**config.mk**
```make
export PLATFORM = sky130hd
export DESIGN_NAME = mem_arbiter
export DESIGN_NICKNAME = d
export VERILOG_FILES = /design/src/rtl/mem_arbiter.sv
export SDC_FILE = /design/constraint.sdc
export NUM_CORES = 1
export LEC_CHECK = 0
export BUFFER_PORTS_ARGS = -buffer_cell sky130_fd_sc_hd__buf_2
export CORE_AREA = 4 4 109 111
export CTS_CLUSTER_SIZE = 28
export DETAILED_ROUTE_END_ITERATION = 10
export DIE_AREA = 0 0 113 115
export PLACE_DENSITY = 0.75
export REMOVE_ABC_BUFFERS = 1
export SETUP_SLACK_MARGIN = 0.3
export SLEW_MARGIN = 20
export SYNTH_ARGS = -nofsm -noshare
export SYNTH_HDL_FRONTEND = slang
export SYNTH_SLANG_ARGS = --single-unit
```
**constraint.sdc**
```tcl
create_clock -name clk -period 2.4 [get_ports clk]
set_input_delay 0 -clock clk [delete_from_list [all_inputs] [get_ports clk]]
set_output_delay 0 -clock clk [all_outputs]
set_load 0.1 [all_outputs]
```
**src/rtl/mem_arbiter.sv**
```systemverilog
// Round-robin two-port arbiter fronting a word register bank; fixed 3-cycle req-to-ack latency.
// Requesters hold req until ack; requests seen while busy wait for the next IDLE.
module mem_arbiter #(
  parameter logic [31:0] BASE = 32'h10000000,
  parameter int          NREG = 3
) (
  input  logic        clk,
  input  logic        rst_n,
  input  logic        req0,
  input  logic        req1,
  input  logic        wr0,
  input  logic        wr1,
  input  logic [31:0] addr0,
  input  logic [31:0] addr1,
  input  logic [31:0] wdata0,
  input  logic [31:0] wdata1,
  output logic        ack0,
  output logic        ack1,
  output logic [31:0] rdata,
  output logic        err,
  output logic        busy,
  output logic        Mem_rd,
  output logic        Mem_wr,
  output logic [31:0] Dir_Mem,
  output logic [31:0] Dato_Mem_in,
  input  logic [31:0] Dato_Mem_out
);

  typedef enum logic [1:0] {IDLE, ISSUE, CAPT, RESP} state_t;

  // 33-bit bound so a bank placed at the top of the address space cannot wrap
  localparam logic [32:0] LIMIT = {1'b0, BASE} + 33'(4 * NREG);

  state_t      state;
  state_t      state_nxt;
  logic        accept;
  logic        win_id;
  logic        win_wr;
  logic        win_map;
  logic [31:0] win_addr;
  logic [31:0] win_wdata;
  logic        gnt_id;
  logic        last_gnt;
  logic        lat_wr;
  logic        lat_map;

  function automatic logic is_mapped(input logic [31:0] a);
    return ({1'b0, a} >= {1'b0, BASE}) && ({1'b0, a} < LIMIT) && (a[1:0] == 2'b00);
  endfunction

  // On contention the requester not granted last wins
  always_comb begin
    win_id = 1'b0;
    if (req0 && req1) begin
      win_id = ~last_gnt;
    end else if (req1) begin
      win_id = 1'b1;
    end
    win_wr    = win_id ? wr1    : wr0;
    win_addr  = win_id ? addr1  : addr0;
    win_wdata = win_id ? wdata1 : wdata0;
    win_map   = is_mapped(win_addr);
  end

  always_ff @(posedge clk) begin
    if (!rst_n) begin
      state <= IDLE;
    end else begin
      state <= state_nxt;
    end
  end

  always_comb begin
    state_nxt = state;
    accept    = 1'b0;
    busy      = 1'b1;
    Mem_rd    = 1'b1;
    Mem_wr    = 1'b1;
    ack0      = 1'b0;
    ack1      = 1'b0;
    case (state)
      IDLE: begin
        busy = 1'b0;
        if (req0 || req1) begin
          accept    = 1'b1;
          state_nxt = ISSUE;
        end
      end
      ISSUE: begin
        if (lat_map) begin
          Mem_rd = lat_wr;
          Mem_wr = ~lat_wr;
        end
        state_nxt = CAPT;
      end
      CAPT: begin
        state_nxt = RESP;
      end
      RESP: begin
        ack0      = ~gnt_id;
        ack1      = gnt_id;
        state_nxt = IDLE;
      end
      default: begin
        state_nxt = IDLE;
      end
    endcase
  end

  // Bank address/data only move for mapped accesses, so they hold across unmapped ones
  always_ff @(posedge clk) begin
    if (!rst_n) begin
      gnt_id      <= 1'b0;
      last_gnt    <= 1'b1;
      lat_wr      <= 1'b0;
      lat_map     <= 1'b0;
      Dir_Mem     <= 32'd0;
      Dato_Mem_in <= 32'd0;
      rdata       <= 32'd0;
      err         <= 1'b0;
    end else begin
      if (accept) begin
        gnt_id  <= win_id;
        lat_wr  <= win_wr;
        lat_map <= win_map;
        if (win_map) begin
          Dir_Mem     <= win_addr;
          Dato_Mem_in <= win_wdata;
        end
      end
      case (state)
        CAPT: begin
          rdata <= (lat_map && !lat_wr) ? Dato_Mem_out : 32'd0;
          err   <= ~lat_map;
        end
        RESP: begin
          rdata    <= 32'd0;
          err      <= 1'b0;
          last_gnt <= gnt_id;
        end
        default: begin
        end
      endcase
    end
  end

endmodule

```
==> impl_metrics.env, run 1 <==
export IMPL_status="complete, no violations"
export IMPL_fmax_mhz=510
export IMPL_worst_endpoint_arrival_ns=2.20
export IMPL_syn_avg_cell_area_sq_um=9.84
export IMPL_leakage_nw=3.33
export IMPL_post_route_cell_area_sq_um=6280
export IMPL_clkTransAtPathRegs_ns=0.09
export IMPL_postSynthCellCount=438
export IMPL_clock_tree_from_tritoncts="yes"
export IMPL_path_cells="inv_1 > ha_4 > nor4b_4 > nand4b_1 > o22ai_2 > nand2_4 > buf_12 > and3_1"
export IMPL_pin_count=268
export IMPL_crit_path_end_kind="flop"
export IMPL_routed_wirelength_um=13000
export IMPL_reg2reg_from="state[0]"
export IMPL_wl_per_cell_um=14.9
export IMPL_ys_warnings_count=0
export IMPL_grt_overflow_total=0
export IMPL_detailroute_via_count=4201
export IMPL_layoutNonFillerInstCount=871
export IMPL_irDropWorstVdd_mv=0.395
export IMPL_highest_delay_cell_along_the_critical_path="dfxtp_1"
export IMPL_overall_die_area_sq_um=13000
export IMPL_global_route_wire_length_before_repair_um=20300
export IMPL_pwr_share_seq_pct=47.9
export IMPL_clock_insertion_delay_worst_skew_ns=0.35
export IMPL_antenna_cells_inserted=0
export IMPL_p_int_mw=2.61
export IMPL_dp_cells=822
export IMPL_dpl_cell_area_sq_um=5730
export IMPL_yosys_top_cells_count="dfxtp_1 (103), nand2_1 (74), mux2i_1 (37), nor2b_1 (35), mux2_2 (34)"
export IMPL_power_per_cell_area_nw_per_um2=589
export IMPL_timing_hold_worst_start="wdata1[20]"
export IMPL_netSwitchingPower_mw=1.09
export IMPL_grt_use_total_pct=19.0
export IMPL_netlist_top_cells_area="dfxtp_1 (48%), mux2_2 (8.9%), mux2i_1 (8.6%), nand2_1 (6.4%), nor2b_1 (5.1%)"
export IMPL_synth_top_cell_area_share_pct=47.9
export IMPL_rsz0062_at_grt="yes"
export IMPL_hpwlAfterDp_um=9430
export IMPL_drive_gt1_share_pct=45.1
export IMPL_ys_types=35
export IMPL_drt_iter0_drc=234
export IMPL_cts_buffer_depth=2
export IMPL_worst_hold_endpoint="Dato_Mem_in[20]"
export IMPL_timing_hold_ws_ns=0.0390
export IMPL_synth_largest_area_cell="dfxtp_1"
export IMPL_route_detailed_drc=0
export IMPL_clock_tree_htree_level_count=3
export IMPL_min_period_ns=1.96
export IMPL_tritoncts_num_buffers=9
export IMPL_nFillCells=936
export IMPL_count_of_port_buffers_added_during_placement=267
export IMPL_p_comb_share_pct=23.7
export IMPL_synth_cell_area_sq_um=4310
export IMPL_place_congestion=0.954
export IMPL_worstSetupStartpointType="flop"
export IMPL_slowest_delay_ns=0.35
export IMPL_worst_r2r_path_depth=8
export IMPL_timing_setup_critical_path_class="reg -> reg"
export IMPL_maxCapViolCount=0
export IMPL_worstMarginPinSlew_ns=0.510
export IMPL_worst_clock_skew_ns=0.00716
export IMPL_min_delay_path_class="in -> reg"
export IMPL_synth_enable_flop_cells=0
export IMPL_first_global_vias=4181
export IMPL_synthFlopType="dfxtp_1"
export IMPL_final_max_slew_violation_count=0
export IMPL_r2r_end="Dir_Mem[22]"
export IMPL_power_frac_clock_pct=28.4
export IMPL_hold_path_depth=4
export IMPL_die_h_um=115
export IMPL_antenna_found_initial=0
export IMPL_synth_yosys_seq_area_share_pct=47.9
export IMPL_reg2reg_slack_ns=0.44
export IMPL_largest_net_degree_at_the_start_of_global_routing=65
export IMPL_rows=38
export IMPL_critical_path_max_fanout=64
export IMPL_numClockSinks=103
export IMPL_finish_net_count=897
export IMPL_detailedRoute_firstPassIterationCount=4
export IMPL_core_area_sq_um=10800
export IMPL_detailedPlace_worstSlack_ns=0.164
export IMPL_via_per_inst=4.82
export IMPL_postSynth_asyncResetShare_pct=0
export IMPL_finalCritPeriodShare_pct=81.7
export IMPL_synth_seq_cells=103
export IMPL_cp_data_required_time_ns=2.64
export IMPL_initial_utilization_pct=39.9
export IMPL_synth_most_common_cell="dfxtp_1"
export IMPL_die_w_um=113
export IMPL_total_power_mw=3.70
export IMPL_syn2layout_area_growth_pct=45.8
export IMPL_worst_slew_margin_rel_pct=66.2
export IMPL_clk_root_buffer_cell="clkbuf_8"
export IMPL_p_sw_share_pct=29.4
export IMPL_setup_viol=0
export IMPL_timing_final_hold_violations=0
export IMPL_finalWorstSetupSlack_ns=0.439
export IMPL_ant_nets=0
==> logic make-up (layout without fill, tap and decap cells) <==
family                   count (synthesis)  in the layout  synth area share [%]
flip-flops                             103            103                  47.9
AO/OA/AOI/OAI                           43             43                  7.17
adder cells (fa/ha/maj)                  5              5                  1.45
AND/OR/NAND/NOR                        181            181                  21.8
multiplexers                            71             71                  17.5
buffers and inverters                   35            328                  4.24
==> power groups by stage <==
| stage | logic, mW | registers, mW | clock network, mW |
|---|---|---|---|
| 3_3_place_gp | 0.771 | 1.81 | 0 |
| 6_report | 0.877 | 1.77 | 1.05 |
| 5_1_grt | 0.952 | 1.78 | 1.16 |
| 3_5_place_dp | 0.801 | 1.81 | 0 |
| 2_1_floorplan | 0.456 | 1.85 | 0 |
| 4_1_cts | 0.848 | 1.77 | 1.10 |
==> state kept, by name (all words and copies together) (netlist names) <==
name         count
Dato_Mem_in     32
Dir_Mem         32
rdata           32
state            2
err              1
gnt_id           1
last_gnt         1
lat_map          1
lat_wr           1
==> through the flow <==
| step | TNS, ns | utilization (%) |
|---|---|---|
| floorplan | -14.49 | - |
| global placement | 0 | 53.1 |
| detailed placement | 0 | 53.1 |
| CTS | 0 | 58.0 |
| global route | 0 | 58.2 |
| finish | 0 | 58.2 |
==> how the worst max path moves through the flow <==
| stage | startpoint | end | slack, ns | depth (start not counted) |
|---|---|---|---|---|
| floorplan | last_gnt | Dir_Mem[0] | -0.28 | 5 |
| global placement | state[0] | rdata[22] | 0.39 | 6 |
| detailed placement | state[0] | rdata[23] | 0.16 | 6 |
| CTS | state[1] | Dir_Mem[16] | 0.34 | 8 |
| global route | state[1] | Dir_Mem[16] | 0.30 | 8 |
| finish | state[0] | Dir_Mem[22] | 0.44 | 8 |
==> cell type report <==
| cell class | count | area, sq um | share of cell area [%] |
|---|---|---|---|
| Sequential cell | 103 | 2060 | 32.8 |
| Tap cell | 140 | 175 | 2.79 |
| Inverter | 5 | 18.8 | 0.299 |
| Clock buffer | 13 | 149 | 2.37 |
| Clock inverter | 3 | 42.5 | 0.677 |
| Timing Repair Buffer | 307 | 1730 | 27.6 |
| Multi-Input combinational cell | 300 | 2100 | 33.5 |
==> per-layer routing <==
metal  routed length [um]  vias to the layer above  global-route usage [%]
met2                 6390                      166                    33.5
met1                 5480                     1938                    23.4
met3                  923                       17                    4.05
met4                  197                        0                    5.85
li1                     -                     2080                       -
met5                    0                        -                       0
==> placed cells by master (no fill, tap or decap), drive strengths merged, types with 3 or more instances in the layout <==
cell,Yosys,final
a21oi,10,10
a22oi,25,25
and2,3,3
and3,29,29
buf,15,274
clkbuf,15,13
dfxtp,103,103
dlygate4sd3,0,33
ha,5,5
inv,5,5
mux2,34,34
mux2i,37,37
nand2,75,75
nand4,3,3
nor2,14,14
nor2b,35,35
nor4,8,8
nor4b,3,3
==> worst max-delay path, delay by kind of cell (launching register included) <==
family / cells / cell delay, ns
compound gates: 1 / 0.25
fa+ha+maj: 1 / 0.19
buf+inv: 2 / 0.36
flops: 1 / 0.35
simple gates: 4 / 0.65
==> repair_timing <==
| item | CTS | global route |
|---|---|---|
| resized for setup | 2 | 4 |
| gates cloned | 0 | 0 |
| pin swaps | 0 | 1 |
| hold buffers | 33 | 0 |
| endpoints found under the hold margin | 33 | 0 |
| setup buffers | 0 | 0 |
| setup endpoints to repair | 50 | 66 |
(Power assumes the default switching activity.)
==> run 2, diff against run 1 <==
clock period = 1.9 ns   (was 2.4 ns; I/O delays follow)
==> run 2 against run 1 <==
- critical path depth grew 1
- largest cell class unchanged
- clock power increased by 19%
- highest routed layer unchanged
- critical path type unchanged
- clock skew up 0.0015 ns
- critical endpoint is now Dato_Mem_in[1]
==> impl_metrics.env, run 2 (synthesized netlist as in run 1, its figures left out) <==
export IMPL_status="complete, no violations"
export IMPL_clock_insertion_delay_worst_skew_ns=0.35
export IMPL_overall_die_area_sq_um=13000
export IMPL_slowest_delay_ns=0.34
export IMPL_cts_buffer_depth=2
export IMPL_largest_net_degree_at_the_start_of_global_routing=70
export IMPL_cp_data_required_time_ns=2.15
export IMPL_final_max_slew_violation_count=0
export IMPL_p_int_mw=3.34
export IMPL_min_period_ns=1.82
export IMPL_die_h_um=115
export IMPL_netSwitchingPower_mw=1.54
export IMPL_worst_slew_margin_rel_pct=65.7
export IMPL_clkTransAtPathRegs_ns=0.10
export IMPL_initial_utilization_pct=39.9
export IMPL_crit_path_end_kind="flop"
export IMPL_global_route_wire_length_before_repair_um=21600
export IMPL_grt_use_total_pct=20.4
export IMPL_dpl_cell_area_sq_um=5770
export IMPL_clock_tree_from_tritoncts="yes"
export IMPL_power_frac_clock_pct=25.5
export IMPL_first_global_vias=4438
export IMPL_total_power_mw=4.89
export IMPL_antenna_cells_inserted=0
export IMPL_layout_cells_most_common="buf_2"
export IMPL_post_route_cell_area_sq_um=6720
export IMPL_wl_per_cell_um=16.3
export IMPL_count_of_port_buffers_added_during_placement=267
export IMPL_numClockSinks=103
export IMPL_maxCapViolCount=0
export IMPL_clock_tree_htree_level_count=3
export IMPL_core_area_sq_um=10800
export IMPL_detailroute_via_count=4397
export IMPL_die_w_um=113
export IMPL_hpwlAfterDp_um=9340
export IMPL_largestRegisters="Dato_Mem_in (32), Dir_Mem (32), rdata (32)"
export IMPL_drt_iter0_drc=223
export IMPL_rsz0062_at_grt="yes"
export IMPL_pwr_share_seq_pct=45.8
export IMPL_timing_setup_critical_path_class="reg -> reg"
export IMPL_worstSetupStartpointType="flop"
export IMPL_route_detailed_drc=0
export IMPL_p_comb_share_pct=28.7
export IMPL_layoutNonFillerInstCount=888
export IMPL_grt_overflow_total=0
export IMPL_syn2layout_area_growth_pct=56.0
export IMPL_tritoncts_num_buffers=9
export IMPL_via_per_inst=4.95
export IMPL_rows=38
export IMPL_sum_of_buffers_and_inverters_on_the_critical_path=3
export IMPL_cp_top_family="simple AND/OR/NAND/NOR gates"
export IMPL_leakage_nw=3.46
export IMPL_routed_wirelength_um=14500
export IMPL_clk_root_buffer_cell="clkbuf_8"
export IMPL_highest_delay_cell_along_the_critical_path="dfxtp_2"
export IMPL_finish_net_count=914
export IMPL_path_cells="inv_2 > ha_4 > nor4b_4 > nand4b_1 > o22ai_2 > nand2_4 > buf_12 > clkbuf_16 > mux2i_2"
export IMPL_worst_endpoint_arrival_ns=2.06
export IMPL_antenna_found_initial=0
export IMPL_power_per_cell_area_nw_per_um2=727
export IMPL_ant_nets=0
export IMPL_setup_viol=0
export IMPL_finalWorstSetupSlack_ns=0.0817
export IMPL_place_congestion=0.950
export IMPL_irDropWorstVdd_mv=0.626
export IMPL_worstMarginPinSlew_ns=0.509
export IMPL_worst_clock_skew_ns=0.00861
export IMPL_fmax_mhz=550
export IMPL_detailedPlace_worstSlack_ns=-0.0586
export IMPL_p_sw_share_pct=31.6
export IMPL_critical_path_max_fanout=8
export IMPL_fin_setup_tns_ns=0
export IMPL_detailedRoute_firstPassIterationCount=4
export IMPL_finalCritPeriodShare_pct=95.7
export IMPL_min_delay_path_class="in -> reg"
export IMPL_reg2reg_slack_ns=0.08
export IMPL_drive_gt1_share_pct=50.4
export IMPL_dp_cells=824
export IMPL_pin_count=268
export IMPL_timing_final_hold_violations=0
export IMPL_layout_cells_most_common_list="buf_2 (261), dfxtp_1 (101), nand2_1 (74), mux2i_1 (36), nor2b_1 (35)"
run 2: changes by cell type in the layout (fill, tap and decap cells not counted), sizes merged:
cell,before,now
dlygate4sd3,33,32
bufbuf,0,1
buf,274,287
and2,3,6
bufinv,1,0
clkinvlp,1,3
run 2: final timing paths:
check | from | endpoint | depth (start not counted)
setup / recovery | state[1] | Dato_Mem_in[1] | 9
hold / removal | wdata1[18] | Dato_Mem_in[18] | 4
setup reg to reg | state[1] | Dato_Mem_in[1] | 9
hold reg to reg | Dato_Mem_in[7] | Dato_Mem_in[7] | 2
run 2: power by group through the flow:
stage	clock network, mW	registers [mW]	logic (mW)
6_report	1.25	2.24	1.40
5_1_grt	1.37	2.25	1.49
2_1_floorplan	0	2.33	0.576
3_3_place_gp	0	2.28	1.03
3_5_place_dp	0	2.28	1.06
4_1_cts	1.29	2.23	1.20
run 2: repair_timing:
action,in CTS,in global routing
cloned,4,5
hold endpoints to repair,32,0
gates resized for setup,15,48
hold buffers,32,0
setup buffers,5,2
setup endpoints to repair,91,92
pin swaps,3,15
run 2: through the flow:
stage | utilization [%] | hold slack, ns
2_1_floorplan | - | 0.0619
3_3_place_gp | 53.5 | 0.229
3_5_place_dp | 53.5 | 0.241
6_report | 62.3 | 0.0362
5_1_grt | 62.3 | 0.0355
4_1_cts | 60.0 | 0.0125
run 2: worst register-to-register path, cell delays in order (launching register included):
cell and delay (ns):
dfxtp_2 0.34, inv_2 0.08, ha_4 0.14, nor4b_4 0.19, nand4b_1 0.15, o22ai_2 0.24
nand2_4 0.10, buf_12 0.16, clkbuf_16 0.17, mux2i_2 0.15
run 2: cell type report:
type                            count  area [sq um]
Sequential cell                   103          2060
Inverter                            5          18.8
Timing Repair Buffer              321          2030
Clock buffer                       12           145
Clock inverter                      4          31.3
Multi-Input combinational cell    303          2260
Tap cell                          140           175
Fill cell                         857          4070
run 2: layer usage:
metal / vias to the layer above / share of wire (%) / track usage [%]
met5: - / 0 / 0
met4: 0 / 1.5 / 5.69
met3: 23 / 7.3 / 3.79
met2: 192 / 50 / 37.1
met1: 2054 / 41 / 24.8
li1: 2128 / - / -
==> run 3, diff against run 2 <==
CAP_MARGIN = 20   (was default)
CORE_AREA = 10 10 117 119   (was 4 4 109 111)
DIE_AREA = 0 0 127 129   (was 0 0 113 115)
clock period = 1.6 ns   (was 1.9 ns; I/O delays follow)
==> run 3 against run 2 <==
- the run now ends with negative setup slack left
- first-iteration DRC count is 9.4% higher
- sequential share of layout area down 3.3 points
- hold slack improved by 0.0093 ns
- routed wire length up 19%
- fmax up 1.3%
- clock power up 84%
- worst setup slack lost 0.28 ns
- critical path depth rose by 1
- clock skew is 0.0014 ns higher
- critical path type unchanged
- critical endpoint is now rdata[1]
- largest cell class unchanged
- largest power group unchanged
==> impl_metrics.env, run 3 (synthesized netlist as in run 1, its figures left out) <==
export IMPL_p_int_mw=4.90
export IMPL_crit_path_end_kind="flop"
export IMPL_route_detailed_drc=0
export IMPL_clock_tree_htree_level_count=3
export IMPL_timing_setup_critical_path_class="reg -> reg"
export IMPL_violations="negative setup slack"
export IMPL_routed_wirelength_um=17200
export IMPL_clk_root_buffer_cell="clkbuf_16"
export IMPL_detailedRoute_firstPassIterationCount=4
export IMPL_highest_delay_cell_along_the_critical_path="dfxtp_2"
export IMPL_largest_net_degree_at_the_start_of_global_routing=72
export IMPL_syn2layout_area_growth_pct=74.7
export IMPL_largestRegisters="Dato_Mem_in (32), Dir_Mem (32), rdata (32)"
export IMPL_layout_cells_most_common="buf_2"
export IMPL_timing_hold_worst_start="wdata1[31]"
export IMPL_grt_use_met2_pct=36.7
export IMPL_reg2reg_slack_ns=-0.19
export IMPL_sum_of_buffers_and_inverters_on_the_critical_path=5
export IMPL_clock_tree_from_tritoncts="yes"
export IMPL_global_route_usage_met1_pct=21.6
export IMPL_die_w_um=127
export IMPL_grt_util_met3_pct=6.16
export IMPL_min_period_ns=1.79
export IMPL_antenna_cells_inserted=0
export IMPL_power_frac_clock_pct=32.4
export IMPL_worst_hold_endpoint="Dato_Mem_in[31]"
export IMPL_grt_overflow_total=0
export IMPL_pwr_share_seq_pct=37.6
export IMPL_finalWorstSetupSlack_ns=-0.195
export IMPL_globalRoute_busiestLayer="met2"
export IMPL_hold_path_depth=4
export IMPL_setup_viol=90
export IMPL_detailedPlace_worstSlack_ns=-0.191
export IMPL_first_global_vias=5096
export IMPL_dpl_cell_area_sq_um=5850
export IMPL_worstMarginPinSlew_ns=0.533
export IMPL_pin_count=268
export IMPL_p_comb_share_pct=29.9
export IMPL_rows=39
export IMPL_r2r_end="rdata[1]"
export IMPL_rsz0062_at_grt="yes"
export IMPL_cp_data_required_time_ns=1.82
export IMPL_maxCapViolCount=0
export IMPL_global_route_wire_length_before_repair_um=26700
export IMPL_core_area_sq_um=11300
export IMPL_timing_final_hold_violations=0
export IMPL_worst_r2r_path_depth=10
export IMPL_fmax_mhz=557
export IMPL_hpwlAfterDp_um=11700
export IMPL_die_h_um=129
export IMPL_post_route_cell_area_sq_um=7530
export IMPL_finalCritPeriodShare_pct=112
export IMPL_overall_die_area_sq_um=16400
export IMPL_clock_insertion_delay_worst_skew_ns=0.34
export IMPL_critical_path_max_fanout=6
export IMPL_fin_setup_tns_ns=-10.10
export IMPL_min_delay_path_class="in -> reg"
export IMPL_ant_nets=0
export IMPL_layout_cells_most_common_list="buf_2 (261), dfxtp_1 (100), nand2_1 (73), nor2b_1 (35), mux2i_1 (35)"
export IMPL_drive_gt1_share_pct=59.1
export IMPL_initial_utilization_pct=38.1
export IMPL_count_of_port_buffers_added_during_placement=267
export IMPL_final_max_slew_violation_count=0
export IMPL_grt_use_total_pct=19.9
export IMPL_finish_net_count=933
export IMPL_via_per_inst=4.96
export IMPL_timing_hold_ws_ns=0.0455
export IMPL_crit_top_cell="buf_6"
export IMPL_worst_clock_skew_ns=0.00997
export IMPL_p_sw_share_pct=30.8
export IMPL_worst_endpoint_arrival_ns=2.01
export IMPL_reg2reg_from="state[0]"
export IMPL_clkTransAtPathRegs_ns=0.08
export IMPL_cts_buffer_depth=2
export IMPL_irDropWorstVdd_mv=0.608
export IMPL_worstSetupStartpointType="flop"
export IMPL_status="complete, but fails checks"
export IMPL_path_cells="inv_2 > buf_4 > buf_6 > ha_4 > nor3b_4 > and2_4 > buf_6 > buf_12 > a22oi_2 > nor2b_1"
export IMPL_wl_per_cell_um=18.9
export IMPL_netSwitchingPower_mw=2.18
export IMPL_place_congestion=0.921
export IMPL_drt_iter0_drc=244
export IMPL_worst_slew_margin_rel_pct=64.7
export IMPL_detailroute_via_count=4511
export IMPL_antenna_found_initial=0
export IMPL_slowest_delay_ns=0.34
export IMPL_tritoncts_num_buffers=9
export IMPL_power_per_cell_area_nw_per_um2=941
export IMPL_numClockSinks=103
export IMPL_leakage_nw=3.70
export IMPL_cp_top_family="buffers and inverters"
## run 3: cell count changes in the layout (fill, tap and decap cells not counted), sizes merged
| cell | change |
|---|---|
| and2 | -3 |
| buf | +23 |
| bufbuf | -1 |
| bufinv | +1 |
| clkbuf | -3 |
| clkinv | +2 |
| clkinvlp | -3 |
| inv | +3 |
## run 3: area by class of cell
| cell class | count | area (sq um) |
|---|---|---|
| Clock buffer | 9 | 225 |
| Fill cell | 853 | 3790 |
| Clock inverter | 7 | 88.8 |
| Tap cell | 143 | 179 |
| Multi-Input combinational cell | 300 | 2510 |
| Inverter | 5 | 23.8 |
| Timing Repair Buffer | 343 | 2440 |
| Sequential cell | 103 | 2070 |
## run 3: worst register-to-register path: cells and delay by family (launching register included)
kind	cells	cell delay, ns
buffers and inverters	5	0.56
adders and majority gates	1	0.16
and+or+nand+nor	3	0.45
AOI/OAI and AO/OA	1	0.18
DFF	1	0.34
## run 3: power by group through the flow
stage	logic, mW	registers [mW]	clock network, mW
final	2.12	2.66	2.30
after global routing	2.25	2.67	2.44
after CTS	1.93	2.66	2.33
after detailed placement	1.35	2.71	0
after global placement	1.31	2.70	0
after floorplan	0.684	2.77	0
## run 3: routing by layer
metal	share of wire [%]	routed length [um]	vias up
met5	0	0	-
met4	1.2	202	0
met3	8.2	1420	20
met2	52	8880	209
met1	39	6700	2115
li1	-	-	2167
## run 3: worst max-delay path by stage
| stage | startpoint | endpoint | slack, ns | cells after the start |
|---|---|---|---|---|
| after floorplan | last_gnt | Dir_Mem[0] | -1.08 | 5 |
| after global placement | state[0] | Dir_Mem[7] | -0.10 | 8 |
| after detailed placement | state[0] | Dir_Mem[27] | -0.19 | 8 |
| after CTS | state[1] | Dir_Mem[30] | -0.16 | 9 |
| after global routing | state[1] | Dir_Mem[16] | -0.26 | 9 |
| final | state[0] | rdata[1] | -0.19 | 10 |
## run 3: stage by stage
step           power [mW]  cells  util, %
6_report             7.08    910     66.5
5_1_grt              7.36    910     66.5
4_1_cts              6.93    905     65.1
3_5_place_dp         4.06    835     51.7
3_3_place_gp         4.02    835     51.7
2_1_floorplan        3.46    408        -
## run 3: repair_timing
action / in CTS / in global routing
setup endpoints to repair: 105 / 106
setup buffers: 13 / 4
gates resized for setup: 132 / 20
hold endpoints to repair: 32 / 0
pin swaps: 54 / 14
hold buffers: 32 / 0
gates cloned: 9 / 1
